### src/rtl/lsu_pkg.sv
// Shared definitions for the load/store unit.
//   - size_e  : request size encodings (byte/half/word/reserved)
//   - state_e : lsu_rmw control states
//   - access_err   : flags reserved size or misaligned address
//   - lane_extract : pulls a byte/half lane out of a word and extends it
//   - lane_merge   : overwrites one byte/half lane of a word with store data
package lsu_pkg;

    localparam int LANE_WORD_W = 32;

    typedef enum logic [1:0] {
        SZ_BYTE = 2'b00,
        SZ_HALF = 2'b01,
        SZ_WORD = 2'b10,
        SZ_RSVD = 2'b11
    } size_e;

    typedef enum logic [1:0] {
        ST_IDLE   = 2'b00,
        ST_ACCESS = 2'b01,
        ST_WRITE  = 2'b10,
        ST_RESP   = 2'b11
    } state_e;

    function automatic logic access_err(input logic [1:0] size, input logic [1:0] off);
        logic err;
        case (size)
            SZ_BYTE: err = 1'b0;
            SZ_HALF: err = off[0];
            SZ_WORD: err = (off != 2'b00);
            default: err = 1'b1;
        endcase
        return err;
    endfunction

    function automatic logic [LANE_WORD_W-1:0] lane_extract(
        input logic [LANE_WORD_W-1:0] word,
        input logic [1:0]             size,
        input logic [1:0]             off,
        input logic                   uns
    );
        logic [7:0]             b;
        logic [15:0]            h;
        logic [LANE_WORD_W-1:0] r;
        b = word[{off, 3'b000} +: 8];
        h = off[1] ? word[31:16] : word[15:0];
        case (size)
            SZ_BYTE: r = {{24{b[7] & ~uns}}, b};
            SZ_HALF: r = {{16{h[15] & ~uns}}, h};
            default: r = word;
        endcase
        return r;
    endfunction

    function automatic logic [LANE_WORD_W-1:0] lane_merge(
        input logic [LANE_WORD_W-1:0] word,
        input logic [LANE_WORD_W-1:0] wdata,
        input logic [1:0]             size,
        input logic [1:0]             off
    );
        logic [LANE_WORD_W-1:0] r;
        r = word;
        case (size)
            SZ_BYTE: r[{off, 3'b000} +: 8] = wdata[7:0];
            SZ_HALF: begin
                if (off[1]) r[31:16] = wdata[15:0];
                else        r[15:0]  = wdata[15:0];
            end
            default: r = wdata;
        endcase
        return r;
    endfunction

endpackage

### src/rtl/lsu_lane.sv
// Combinational lane logic shared by the load and store paths.
// Ports:
//   size_i   - request size (size_e encoding)
//   off_i    - byte offset within the word (addr[1:0])
//   uns_i    - 1 = zero-extend loads, 0 = sign-extend
//   rdata_i  - word read from dmem
//   wdata_i  - store data (value in low bits)
//   ext_o    - extracted and extended load data
//   merged_o - rdata_i with the target lane replaced by wdata_i
module lsu_lane
    import lsu_pkg::*;
(
    input  logic [1:0]             size_i,
    input  logic [1:0]             off_i,
    input  logic                   uns_i,
    input  logic [LANE_WORD_W-1:0] rdata_i,
    input  logic [LANE_WORD_W-1:0] wdata_i,
    output logic [LANE_WORD_W-1:0] ext_o,
    output logic [LANE_WORD_W-1:0] merged_o
);

    assign ext_o    = lane_extract(rdata_i, size_i, off_i, uns_i);
    assign merged_o = lane_merge(rdata_i, wdata_i, size_i, off_i);

endmodule

### src/rtl/lsu_rmw.sv
// Load/store initiator between the CPU memory stage and a word-wide dmem
// (async read, sync write, no byte enables). Sub-word stores are done as
// read-modify-write; misaligned or reserved-size requests respond with an
// error and never touch memory.
// Ports:
//   clk, rst         - clock, asynchronous active-high reset
//   req_*            - request channel (valid/ready), captured on transfer
//   resp_valid       - one-cycle completion pulse, with resp_rdata / resp_err
//   mem_we/addr/wdata- dmem write enable, word-aligned address, write data
//   mem_rdata        - dmem async read data
module lsu_rmw
    import lsu_pkg::*;
#(
    parameter int ADDR_WIDTH = 16,
    parameter int DATA_WIDTH = 32
) (
    input  logic                  clk,
    input  logic                  rst,
    input  logic                  req_valid,
    output logic                  req_ready,
    input  logic                  req_we,
    input  logic [1:0]            req_size,
    input  logic                  req_unsigned,
    input  logic [ADDR_WIDTH-1:0] req_addr,
    input  logic [DATA_WIDTH-1:0] req_wdata,
    output logic                  resp_valid,
    output logic [DATA_WIDTH-1:0] resp_rdata,
    output logic                  resp_err,
    output logic                  mem_we,
    output logic [ADDR_WIDTH-1:0] mem_addr,
    output logic [DATA_WIDTH-1:0] mem_wdata,
    input  logic [DATA_WIDTH-1:0] mem_rdata
);

    state_e                state_q, state_d;
    logic                  we_q;
    logic [1:0]            size_q;
    logic                  uns_q;
    logic [ADDR_WIDTH-1:0] addr_q;
    logic [DATA_WIDTH-1:0] wdata_q;
    logic [DATA_WIDTH-1:0] rdata_q;
    logic [DATA_WIDTH-1:0] merged_q;
    logic                  err_q;

    logic                  accept;
    logic                  req_err;
    logic                  sub_store;
    logic [DATA_WIDTH-1:0] ext_data;
    logic [DATA_WIDTH-1:0] merged_data;

    assign accept    = req_valid && (state_q == ST_IDLE);
    assign req_err   = access_err(req_size, req_addr[1:0]);
    assign sub_store = we_q && (size_q != SZ_WORD);

    lsu_lane u_lane (
        .size_i   (size_q),
        .off_i    (addr_q[1:0]),
        .uns_i    (uns_q),
        .rdata_i  (mem_rdata),
        .wdata_i  (wdata_q),
        .ext_o    (ext_data),
        .merged_o (merged_data)
    );

    // State register
    always_ff @(posedge clk or posedge rst) begin
        if (rst) state_q <= ST_IDLE;
        else     state_q <= state_d;
    end

    // Next-state logic
    always_comb begin
        state_d = state_q;
        case (state_q)
            ST_IDLE:   if (accept) state_d = req_err ? ST_RESP : ST_ACCESS;
            ST_ACCESS: state_d = sub_store ? ST_WRITE : ST_RESP;
            ST_WRITE:  state_d = ST_RESP;
            ST_RESP:   state_d = ST_IDLE;
            default:   state_d = ST_IDLE;
        endcase
    end

    // Outputs decoded from state; mem_we drops as soon as reset forces IDLE.
    always_comb begin
        req_ready  = 1'b0;
        resp_valid = 1'b0;
        mem_we     = 1'b0;
        mem_wdata  = wdata_q;
        case (state_q)
            ST_IDLE:   req_ready = 1'b1;
            ST_ACCESS: mem_we = we_q && (size_q == SZ_WORD);
            ST_WRITE: begin
                mem_we    = 1'b1;
                mem_wdata = merged_q;
            end
            ST_RESP:   resp_valid = 1'b1;
            default:   ;
        endcase
    end

    assign mem_addr   = {addr_q[ADDR_WIDTH-1:2], 2'b00};
    assign resp_rdata = rdata_q;
    assign resp_err   = err_q;

    // Capture and datapath registers
    always_ff @(posedge clk or posedge rst) begin
        if (rst) begin
            we_q     <= 1'b0;
            size_q   <= 2'b00;
            uns_q    <= 1'b0;
            addr_q   <= '0;
            wdata_q  <= '0;
            rdata_q  <= '0;
            merged_q <= '0;
            err_q    <= 1'b0;
        end else begin
            if (accept) begin
                we_q    <= req_we;
                size_q  <= req_size;
                uns_q   <= req_unsigned;
                addr_q  <= req_addr;
                wdata_q <= req_wdata;
                err_q   <= req_err;
                // Stores and errors report zero data; loads overwrite in ACCESS.
                rdata_q <= '0;
            end
            if (state_q == ST_ACCESS) begin
                if (!we_q) rdata_q <= ext_data;
                merged_q <= merged_data;
            end
            if (state_q == ST_RESP) err_q <= 1'b0;
        end
    end

endmodule

### config.mk
export PLATFORM = sky130hd
export DESIGN_NAME = lsu_rmw
export DESIGN_NICKNAME = d
export VERILOG_FILES = /design/src/rtl/lsu_pkg.sv /design/src/rtl/lsu_lane.sv /design/src/rtl/lsu_rmw.sv
export SDC_FILE = /design/constraint.sdc
export NUM_CORES = 1
export LEC_CHECK = 0
export ABC_AREA = 1
export ABC_CLOCK_PERIOD_IN_PS = 4700
export CAP_MARGIN = 20
export CORE_ASPECT_RATIO = 1.75
export CORE_UTILIZATION = 52
export CTS_BUF_LIST = sky130_fd_sc_hd__clkbuf_8
export DETAILED_ROUTE_END_ITERATION = 8
export PLACE_DENSITY = 0.83
export SLEW_MARGIN = 25
export SYNTH_ARGS = -nofsm -noshare
export SYNTH_HDL_FRONTEND = slang
export SYNTH_SLANG_ARGS = --single-unit
### constraint.sdc
create_clock -name clk -period 4.7 [get_ports clk]
set_input_delay 0.94 -clock clk [delete_from_list [all_inputs] [get_ports clk]]
set_output_delay 0.94 -clock clk [all_outputs]
set_load 0.02 [all_outputs]
==> flow_summary.ini, run 1 <==
[run_status]
outcome = completed

[timing]
period_share_pct = 72.19
hold_viol = 0
min_period_ns = 3.393
drv_slew = 0
rsz0062_at_grt = false
fin_setup_tns_ns = 0
fin_skew_ns = 0.01404
setup_viol = 0
timing.fmax_ghz = 0.2947
relSlewSlack_pct = 43.34
worst_slew_pin_slew_ns = 0.8478
hold_slack_ns = 0.4840

[detailed_routing]
detail_route.iter0.violations = 434
drc = 0
routed-via-count = 7204
post_drt_wl_per_cell_um = 17.74
firstDrtPassIters = 6
ant_nets = 0
routed_wl_um = 23130
vias_per_cell = 5.525

[yosys]
synth_compound_area_share_pct = 20.24
synth-simple-area-share_pct = 25.44
synth_largest_area_cell = dfrtp_1
synth_commonest_cells = 338 x nand2_1, 154 x o21ai_0, 119 x dfrtp_1
synth.most_common_cell = nand2_1
synth-warning-count = 0
synthMuxAreaShare_pct = 0
synth-seq-cells = 119
synth_top_family_by_area = simple AND/OR/NAND/NOR gates
yosys_most_used_dff = dfrtp_1
ys_seq_area_share_pct = 42.07
synth_async_sr_flop_share_pct = 100.0
synth_area_leaders = dfrtp_1 42%, nand2_1 18%, o21ai_0 11%
yosysTopAreaCellShare_pct = 42.07
synth_edf_count = 0
yosysUniqueCellTypes = 31
synth_cells = 1003
post_synth_fa_ha_maj_area_fraction_pct = 1.768
synth_area_per_cell_sq_um = 7.057
synth_xor_area_share_pct = 0
synthesis.area_sq_mm = 0.007078

[worst_setup_path]
crit_required_ns = 3.76
worstSetupEndpointType = output pin
worst_path_largest_cell_delay_ns = 0.62
worst_path_max_delay_cell = clkdlybuf4s50_1
r2r-start = addr_q[1]$_DFFE_PP0P_
cp-start-kind = flop
r2r_slack_ns = 2.12
cp_max_fo = 65
r2r_end = merged_q[30]$_DFFE_PP0P_
worstSetupPathType = flop to output pin
cp.arrival_ns = 2.45
crit_chain = inv_1 -> ha_4 -> nand2_1 -> o21ai_0 -> clkdlybuf4s50_1
reg2regPathDepth = 6

[die]
die_w_um = 90.20
die_height_um = 156.3
core_area_sq_mm = 0.01331
fp.dieArea_sq_mm = 0.01410
num_io_pins = 171
rows = 56
start_util_pct = 53.17

[placement]
gp_congestion = 1.021
dp_hpwl_um = 17090
io_buffer_count = 168

[final_layout]
n_antenna_cell = 0
syn_to_final_growth_pct = 28.07
drive_above_1_share_pct = 5.664
nets = 1214

[global_routing]
grt_pass1_wl_um = 35890
grt_max_degree = 70
grt_usage_pct = 33.42
antenna_found_initial = 0
gr-total-overflow = 0
first_global_vias = 6895

[power_and_ir_drop]
switchingPower_w = 0.003207
switching_share_pct = 47.64
seqPwrFrac_pct = 27.4
power.density_mw_per_mm2 = 742.6
p_int_w = 0.003525
irDropWorstVdd_mv = 0.4506
p_clk_share_pct = 14.8
p_leak_nw = 4.223
p_comb_share_pct = 57.8

[cts]
clk_pin_slew_worst_paths_ns = 0.08
cts_resized = 0
clockBufferDepth = 2
hold_buffers = 0
clk-insertion-delay-late_ns = 0.45
cts_tree = yes
root_buffer = clkbuf_8
cts_setup_buffers = 0
cts_sinks = 119
cts_buffers = 17
htreeDepth = 4

[worst_hold_path]
hold_start = addr_q[5]$_DFFE_PP0P_
hold_path.class = flop to flop
holdPathEnd = addr_q[5]$_DFFE_PP0P_
min_delay_path_depth = 2

[job]
drv_cap = 0
[cell usage in the layout (no fill, tap or decap), drive strengths merged, types with 20 or more instances in the layout]
cell type / n
clkdlybuf4s50: 168
inv: 80
dfrtp: 119
o21ai: 154
clkbuf: 20
a21oi: 77
nor2: 41
nand2: 342
nand3: 54
o22ai: 24
[cell families after synthesis]
kind of cell | after synthesis
simple gates | 440
compound gates | 272
buf+inv | 161
flops | 119
fa+ha+maj | 10
other cells | 1
[area by class of cell]
| type | instances | area, sq um |
|---|---|---|
| clock buffers | 20 | 275.3 |
| clock inverters | 12 | 150.1 |
| fillers | 1156 | 4248 |
| inverters | 79 | 307.8 |
| multi-input cells | 724 | 3381 |
| flip-flops and latches | 119 | 2979 |
| well taps | 174 | 217.7 |
| repair buffers | 176 | 1754 |
[worst max-delay path, delay by kind of cell (launching register included)]
family | cells | cell delay [ns]
AOI/OAI and AO/OA | 1 | 0.09
adders and majority gates | 1 | 0.54
buffers and inverters | 2 | 0.79
DFF | 1 | 0.42
and+or+nand+nor | 1 | 0.13
[sequential cells by signal (all words and copies together) (netlist names)]
name,flops
resp_rdata,32
we_q,1
resp_err,1
merged_q,32
wdata_q,32
uns_q,1
addr_q,16
state_q,2
size_q,2
[routing by layer]
metal / wire [um] / GRT usage (%) / vias up
li1: - / - / 3475
met1: 8624 / 37.18 / 3317
met5: 0 / 0 / -
met2: 11750 / 58.78 / 321
met4: 1570 / 23.35 / 0
met3: 1179 / 4.616 / 91
[how the worst max path moves through the flow]
stage                                 startpoint                    end  cells after the start
after floorplan                              rst  addr_q[0]$_DFFE_PP0P_                      1
after global placement    state_q[0]$_DFFE_PP0P_           mem_wdata[7]                      5
after detailed placement  state_q[0]$_DFFE_PP0P_           mem_wdata[7]                      5
after CTS                 state_q[0]$_DFFE_PP0P_           mem_wdata[7]                      5
after global routing      state_q[0]$_DFFE_PP0P_          mem_wdata[11]                      5
final                     state_q[0]$_DFFE_PP0P_          mem_wdata[22]                      5
[power by group through the flow]
stage / Combinational (W) / Clock [W] / Sequential [W]
floorplan: 0.00254 / 0 / 0.00181
global placement: 0.00380 / 0 / 0.00185
detailed placement: 0.00385 / 0 / 0.00186
global route: 0.00428 / 0.00105 / 0.00189
finish: 0.00389 / 0.000997 / 0.00184
CTS: 0.00388 / 0.000999 / 0.00184
[per-stage QoR]
stage          util (%)  setup slack [ns]  power (W)  cell area [sq um]  instances
6_report          68.09             1.307   0.006732               9065       1304
5_1_grt           68.09             1.144   0.007211               9065       1304
4_1_cts           68.01            0.9823   0.006717               9054       1304
3_5_place_dp      64.81             1.451   0.005708               8628       1272
3_3_place_gp      64.81             1.564   0.005648               8628       1272
2_1_floorplan         -            0.6025   0.004349               7082       1004
Power figures use the tool's default switching activity.
==> run 2: changes to the inputs <==
--- a/config.mk
+++ b/config.mk
@@ -6,13 +6,13 @@
 export NUM_CORES = 1
 export LEC_CHECK = 0
 export ABC_AREA = 1
-export ABC_CLOCK_PERIOD_IN_PS = 4700
+export ABC_CLOCK_PERIOD_IN_PS = 3100
 export CAP_MARGIN = 20
 export CORE_ASPECT_RATIO = 1.75
-export CORE_UTILIZATION = 52
+export CORE_UTILIZATION = 47
 export CTS_BUF_LIST = sky130_fd_sc_hd__clkbuf_8
 export DETAILED_ROUTE_END_ITERATION = 8
-export PLACE_DENSITY = 0.83
+export PLACE_DENSITY = 0.79
 export SLEW_MARGIN = 25
 export SYNTH_ARGS = -nofsm -noshare
 export SYNTH_HDL_FRONTEND = slang
==> constraint.sdc (replaced) <==
create_clock -name clk -period 3.1 [get_ports clk]
set_input_delay 0.62 -clock clk [delete_from_list [all_inputs] [get_ports clk]]
set_output_delay 0.62 -clock clk [all_outputs]
set_load 0.02 [all_outputs]
==> flow_summary.ini, run 2 (synthesized netlist as in run 1, its figures left out) <==
[power_and_ir_drop]
p_leak_nw = 4.283
seqPwrFrac_pct = 27.0
p_clk_share_pct = 14.3
p_comb_share_pct = 58.7
power.total_w = 0.01025
irDropWorstVdd_mv = 0.5984
switchingPower_w = 0.004979
power.density_mw_per_mm2 = 1121
switching_share_pct = 48.59
p_int_w = 0.005268

[timing]
hold_viol = 0
drv_slew = 0
hold_slack_ns = 0.4865
setup_viol = 0
rsz0062_at_grt = false
timing.fmax_ghz = 0.3427
relSlewSlack_pct = 54.89
min_period_ns = 2.918
fin_setup_tns_ns = 0
worst_slew_pin_slew_ns = 0.6766
fin_skew_ns = 0.01512
period_share_pct = 94.13

[global_routing]
grt_pass1_wl_um = 36470
met3_usage_pct = 3.704
antenna_found_initial = 0
first_global_vias = 6890
gr-total-overflow = 0
grt_util_met2_pct = 54.38
grt_usage_pct = 31.47
met1_usage_pct = 36.18
grt.busiest_layer = met2
grt_max_degree = 82

[cts]
htreeDepth = 4
cts_sinks = 119
clk-insertion-delay-late_ns = 0.45
clockBufferDepth = 2
clk_pin_slew_worst_paths_ns = 0.08
cts_buffers = 17
hold_buffers = 0
root_buffer = clkbuf_8
cts_tree = yes

[final_layout]
nets = 1221
n_antenna_cell = 0
final_util_pct = 61.90
drive_above_1_share_pct = 6.332
final_cell_mix = 337 x nand2_1, 166 x clkdlybuf4s50_1, 154 x o21ai_0
multiInputGateArea_sq_mm = 0.003371
final_area_sq_mm = 0.009139
fillers = 1384
final_common_cell = nand2_1
syn_to_final_growth_pct = 29.11
register_area_sq_mm = 0.002979

[detailed_routing]
routed_wl_um = 23650
ant_nets = 0
vias_per_cell = 5.461
drc = 0
post_drt_wl_per_cell_um = 17.92
firstDrtPassIters = 6
routed-via-count = 7209
detail_route.iter0.violations = 450

[placement]
io_buffer_count = 168
dp_hpwl_um = 17690
place_area_sq_mm = 0.008731
gp_congestion = 0.9990

[run_status]
outcome = completed

[job]
drv_cap = 0

[worst_setup_path]
cp_max_fo = 62
cp-start-kind = flop
cp.arrival_ns = 2.30
worstSetupPathType = flop to output pin
crit_required_ns = 2.48
startpoint = state_q[0]$_DFFE_PP0P_
worstSetupEndpointType = output pin
r2r_slack_ns = 0.87
r2r-start = addr_q[0]$_DFFE_PP0P_

[die]
die_w_um = 94.77
core_area_sq_mm = 0.01476
fp.dieArea_sq_mm = 0.01557
rows = 59
start_util_pct = 47.94
num_io_pins = 171
die_height_um = 164.3

[worst_hold_path]
hold_path.class = flop to flop
hold_start = addr_q[11]$_DFFE_PP0P_
run 2: cell count changes in the layout (fill, tap and decap cells not counted), moves of 3 or more:
cell      previous run  this run
buf_12               1         4
buf_4                7        11
clkbuf_8            20        17
clkinv_4             0         4
inv_6                2         5
run 2: repair_timing:
item / 4_1_cts / 5_1_grt
resized for setup: 0 / 2
buffers inserted: 0 / 0
endpoints found under the hold margin: 0 / 0
endpoints found under the setup margin: 0 / 2
run 2: worst paths after layout:
path / end / cells after the start
setup / recovery: mem_wdata[20] / 6
hold / removal: addr_q[11]$_DFFE_PP0P_ / 2
setup reg to reg: merged_q[18]$_DFFE_PP0P_ / 8
hold reg to reg: addr_q[11]$_DFFE_PP0P_ / 2
max in group asynchronous: merged_q[0]$_DFFE_PP0P_ / 3
min in group asynchronous: addr_q[13]$_DFFE_PP0P_ / 2
run 2: metal layers:
| layer | share of wire, % | wire, um |
|---|---|---|
| met3 | 5.4 | 1274 |
| met5 | 0 | 0 |
| met2 | 51 | 12010 |
| met1 | 38 | 8952 |
| met4 | 6.0 | 1420 |
run 2: per-stage QoR:
stage,setup slack [ns],cells
detailed placement,0.6536,1288
CTS,0.1628,1320
floorplan,0.9633,1004
global placement,0.7141,1288
global route,0.02422,1320
finish,0.1821,1320
run 2: area by class of cell:
cell class                      instances  share of cell area [%]
Clock buffer                           17                   2.560
Clock inverter                         15                   1.848
Inverter                               79                   3.368
Multi-Input combinational cell        724                   36.88
Sequential cell                       119                   32.60
Tap cell                              183                   2.505
Timing Repair Buffer                  183                   20.24
run 2: power groups by stage:
stage | Clock [W] | Combinational, W | Sequential [W]
6_report | 0.00147 | 0.00602 | 0.00276
5_1_grt | 0.00155 | 0.00663 | 0.00283
4_1_cts | 0.00148 | 0.00602 | 0.00275
3_5_place_dp | 0 | 0.00599 | 0.00278
3_3_place_gp | 0 | 0.00589 | 0.00277
2_1_floorplan | 0 | 0.00385 | 0.00274
run 2: worst max-delay path, stage by stage (launching register included):
cell and delay [ns]:
dfrtp_1 0.42, inv_1 0.13, ha_2 0.25, buf_12 0.24, nand2_1 0.07, o21ai_0 0.09
clkdlybuf4s50_1 0.63
==> run 3: changes to the inputs <==
--- a/config.mk
+++ b/config.mk
@@ -6,13 +6,14 @@
 export NUM_CORES = 1
 export LEC_CHECK = 0
 export ABC_AREA = 1
-export ABC_CLOCK_PERIOD_IN_PS = 3100
+export ABC_CLOCK_PERIOD_IN_PS = 3400
 export CAP_MARGIN = 20
 export CORE_ASPECT_RATIO = 1.75
-export CORE_UTILIZATION = 47
+export CORE_UTILIZATION = 56
 export CTS_BUF_LIST = sky130_fd_sc_hd__clkbuf_8
 export DETAILED_ROUTE_END_ITERATION = 8
-export PLACE_DENSITY = 0.79
+export PLACE_DENSITY = 0.89
+export SKIP_LAST_GASP = 1
 export SLEW_MARGIN = 25
 export SYNTH_ARGS = -nofsm -noshare
 export SYNTH_HDL_FRONTEND = slang
==> constraint.sdc (replaced) <==
create_clock -name clk -period 3.4 [get_ports clk]
set_input_delay 0.68 -clock clk [delete_from_list [all_inputs] [get_ports clk]]
set_output_delay 0.68 -clock clk [all_outputs]
set_load 0.02 [all_outputs]
==> flow_summary.ini, run 3 (synthesized netlist as in run 1, its figures left out) <==
[run_status]
outcome = completed

[worst_setup_path]
worstSetupPathType = flop to output pin
r2r-start = addr_q[1]$_DFFE_PP0P_
startpoint = state_q[0]$_DFFE_PP0P_
reg2regPathDepth = 6
r2r_slack_ns = 1.07
cp_max_fo = 64
cp-start-kind = flop
cp.arrival_ns = 2.50
endpoint = mem_wdata[22]
r2r_end = merged_q[16]$_DFFE_PP0P_
worstSetupEndpointType = output pin
crit_required_ns = 2.72

[cts]
cts_buffers = 17
clk-insertion-delay-late_ns = 0.44
cts_tree = yes
cts_setup_buffers = 0
clockBufferDepth = 2
hold_buffers = 0
cts_sinks = 119
cts_resized = 0
htreeDepth = 4
clk_pin_slew_worst_paths_ns = 0.08
root_buffer = clkbuf_8

[final_layout]
nets = 1218
final_util_pct = 73.60
final_cell_count_no_fill = 1302
final_common_cell = nand2_1
n_antenna_cell = 0
drive_above_1_share_pct = 5.996
final_cell_mix = 337 x nand2_1, 168 x clkdlybuf4s50_1, 154 x o21ai_0
fillers = 968
final_area_sq_mm = 0.009100
syn_to_final_growth_pct = 28.57

[placement]
place_area_sq_mm = 0.008665
io_buffer_count = 168
dp_hpwl_um = 17530
gp_congestion = 0.9624
dp.cells = 1270

[die]
num_io_pins = 171
die_height_um = 150.7
die_w_um = 86.99
core_area_sq_mm = 0.01236
start_util_pct = 57.25
fp.dieArea_sq_mm = 0.01311
rows = 54

[global_routing]
first_global_vias = 7086
gr-total-overflow = 0
antenna_found_initial = 0
grt_usage_pct = 37.59
grt_max_degree = 78
grt_pass1_wl_um = 36550

[timing]
fin_skew_ns = 0.01113
min_period_ns = 3.177
fin_setup_tns_ns = 0
rsz0062_at_grt = false
period_share_pct = 93.44
timing.fmax_ghz = 0.3148
drv_slew = 0
hold_viol = 0
relSlewSlack_pct = 54.85
setup_viol = 0
worst_slew_pin_slew_ns = 0.6763

[worst_hold_path]
hold_path.class = flop to flop

[power_and_ir_drop]
p_clk_share_pct = 15.2
irDropWorstVdd_mv = 0.6357
p_comb_share_pct = 58.4
p_int_w = 0.004907
power.density_mw_per_mm2 = 1037
seqPwrFrac_pct = 26.4
power.total_w = 0.009440
switching_share_pct = 48.02
switchingPower_w = 0.004533
p_leak_nw = 4.255

[detailed_routing]
routed_wl_um = 23950
detail_route.iter0.violations = 499
drc = 0
vias_per_cell = 5.700
firstDrtPassIters = 5
post_drt_wl_per_cell_um = 18.39
ant_nets = 0
routed-via-count = 7421

[job]
drv_cap = 0
## run 3: cell types whose count changed in the layout (fill, tap and decap cells not counted), sizes merged
cell,previous run,this run
inv,83,82
bufinv,2,4
dlymetal6s2s,2,0
clkinvlp,4,3
buf,15,12
clkdlybuf4s50,166,168
## run 3: power groups by stage
stage          clock network, W  logic (W)  registers [W]
2_1_floorplan                 0    0.00351        0.00250
3_3_place_gp                  0    0.00532        0.00248
3_5_place_dp                  0    0.00544        0.00250
4_1_cts                 0.00144    0.00549        0.00248
5_1_grt                 0.00149    0.00603        0.00254
6_report                0.00143    0.00551        0.00249
## run 3: cell type report
type / instances / area (sq um) / share of cell area, %
Timing Repair Buffer: 180 / 1797 / 19.74
Clock buffer: 17 / 234.0 / 2.571
Clock inverter: 15 / 201.4 / 2.214
Sequential cell: 119 / 2979 / 32.74
Inverter: 79 / 307.8 / 3.382
Tap cell: 168 / 210.2 / 2.310
Multi-Input combinational cell: 724 / 3371 / 37.04
## run 3: through the flow
stage / setup slack [ns] / hold WS, ns
after floorplan: 1.203 / 0.4500
after detailed placement: 0.6987 / 0.4641
after global placement: 0.8017 / 0.4609
final: 0.2232 / 0.4869
after CTS: 0.2072 / 0.4854
after global routing: 0.02357 / 0.5076
## run 3: per-layer routing
| metal | wire, um | up-vias | share of wire [%] | GRT usage (%) |
|---|---|---|---|---|
| li1 | - | 3478 | - | - |
| met1 | 8528 | 3457 | 36 | 40.71 |
| met2 | 12510 | 379 | 52 | 67.20 |
| met3 | 1348 | 107 | 5.6 | 5.373 |
| met4 | 1558 | 0 | 6.5 | 24.17 |
| met5 | 0 | - | 0 | 0 |
## run 3: worst min path at each step
| stage | start | endpoint | slack (ns) | depth (start not counted) |
|---|---|---|---|---|
| global route | addr_q[10]$_DFFE_PP0P_ | addr_q[10]$_DFFE_PP0P_ | 0.51 | 2 |
| detailed placement | addr_q[10]$_DFFE_PP0P_ | addr_q[10]$_DFFE_PP0P_ | 0.46 | 2 |
| global placement | addr_q[7]$_DFFE_PP0P_ | addr_q[7]$_DFFE_PP0P_ | 0.46 | 2 |
| CTS | addr_q[10]$_DFFE_PP0P_ | addr_q[10]$_DFFE_PP0P_ | 0.49 | 2 |
| floorplan | addr_q[10]$_DFFE_PP0P_ | addr_q[10]$_DFFE_PP0P_ | 0.45 | 2 |
| finish | addr_q[10]$_DFFE_PP0P_ | addr_q[10]$_DFFE_PP0P_ | 0.49 | 2 |
## run 3: critical path: stages, from the launching register on
cell and delay [ns]:
dfrtp_1 0.42, inv_1 0.13, ha_2 0.19, buf_4 0.45, nand2_1 0.12, o21ai_0 0.10
clkdlybuf4s50_1 0.63
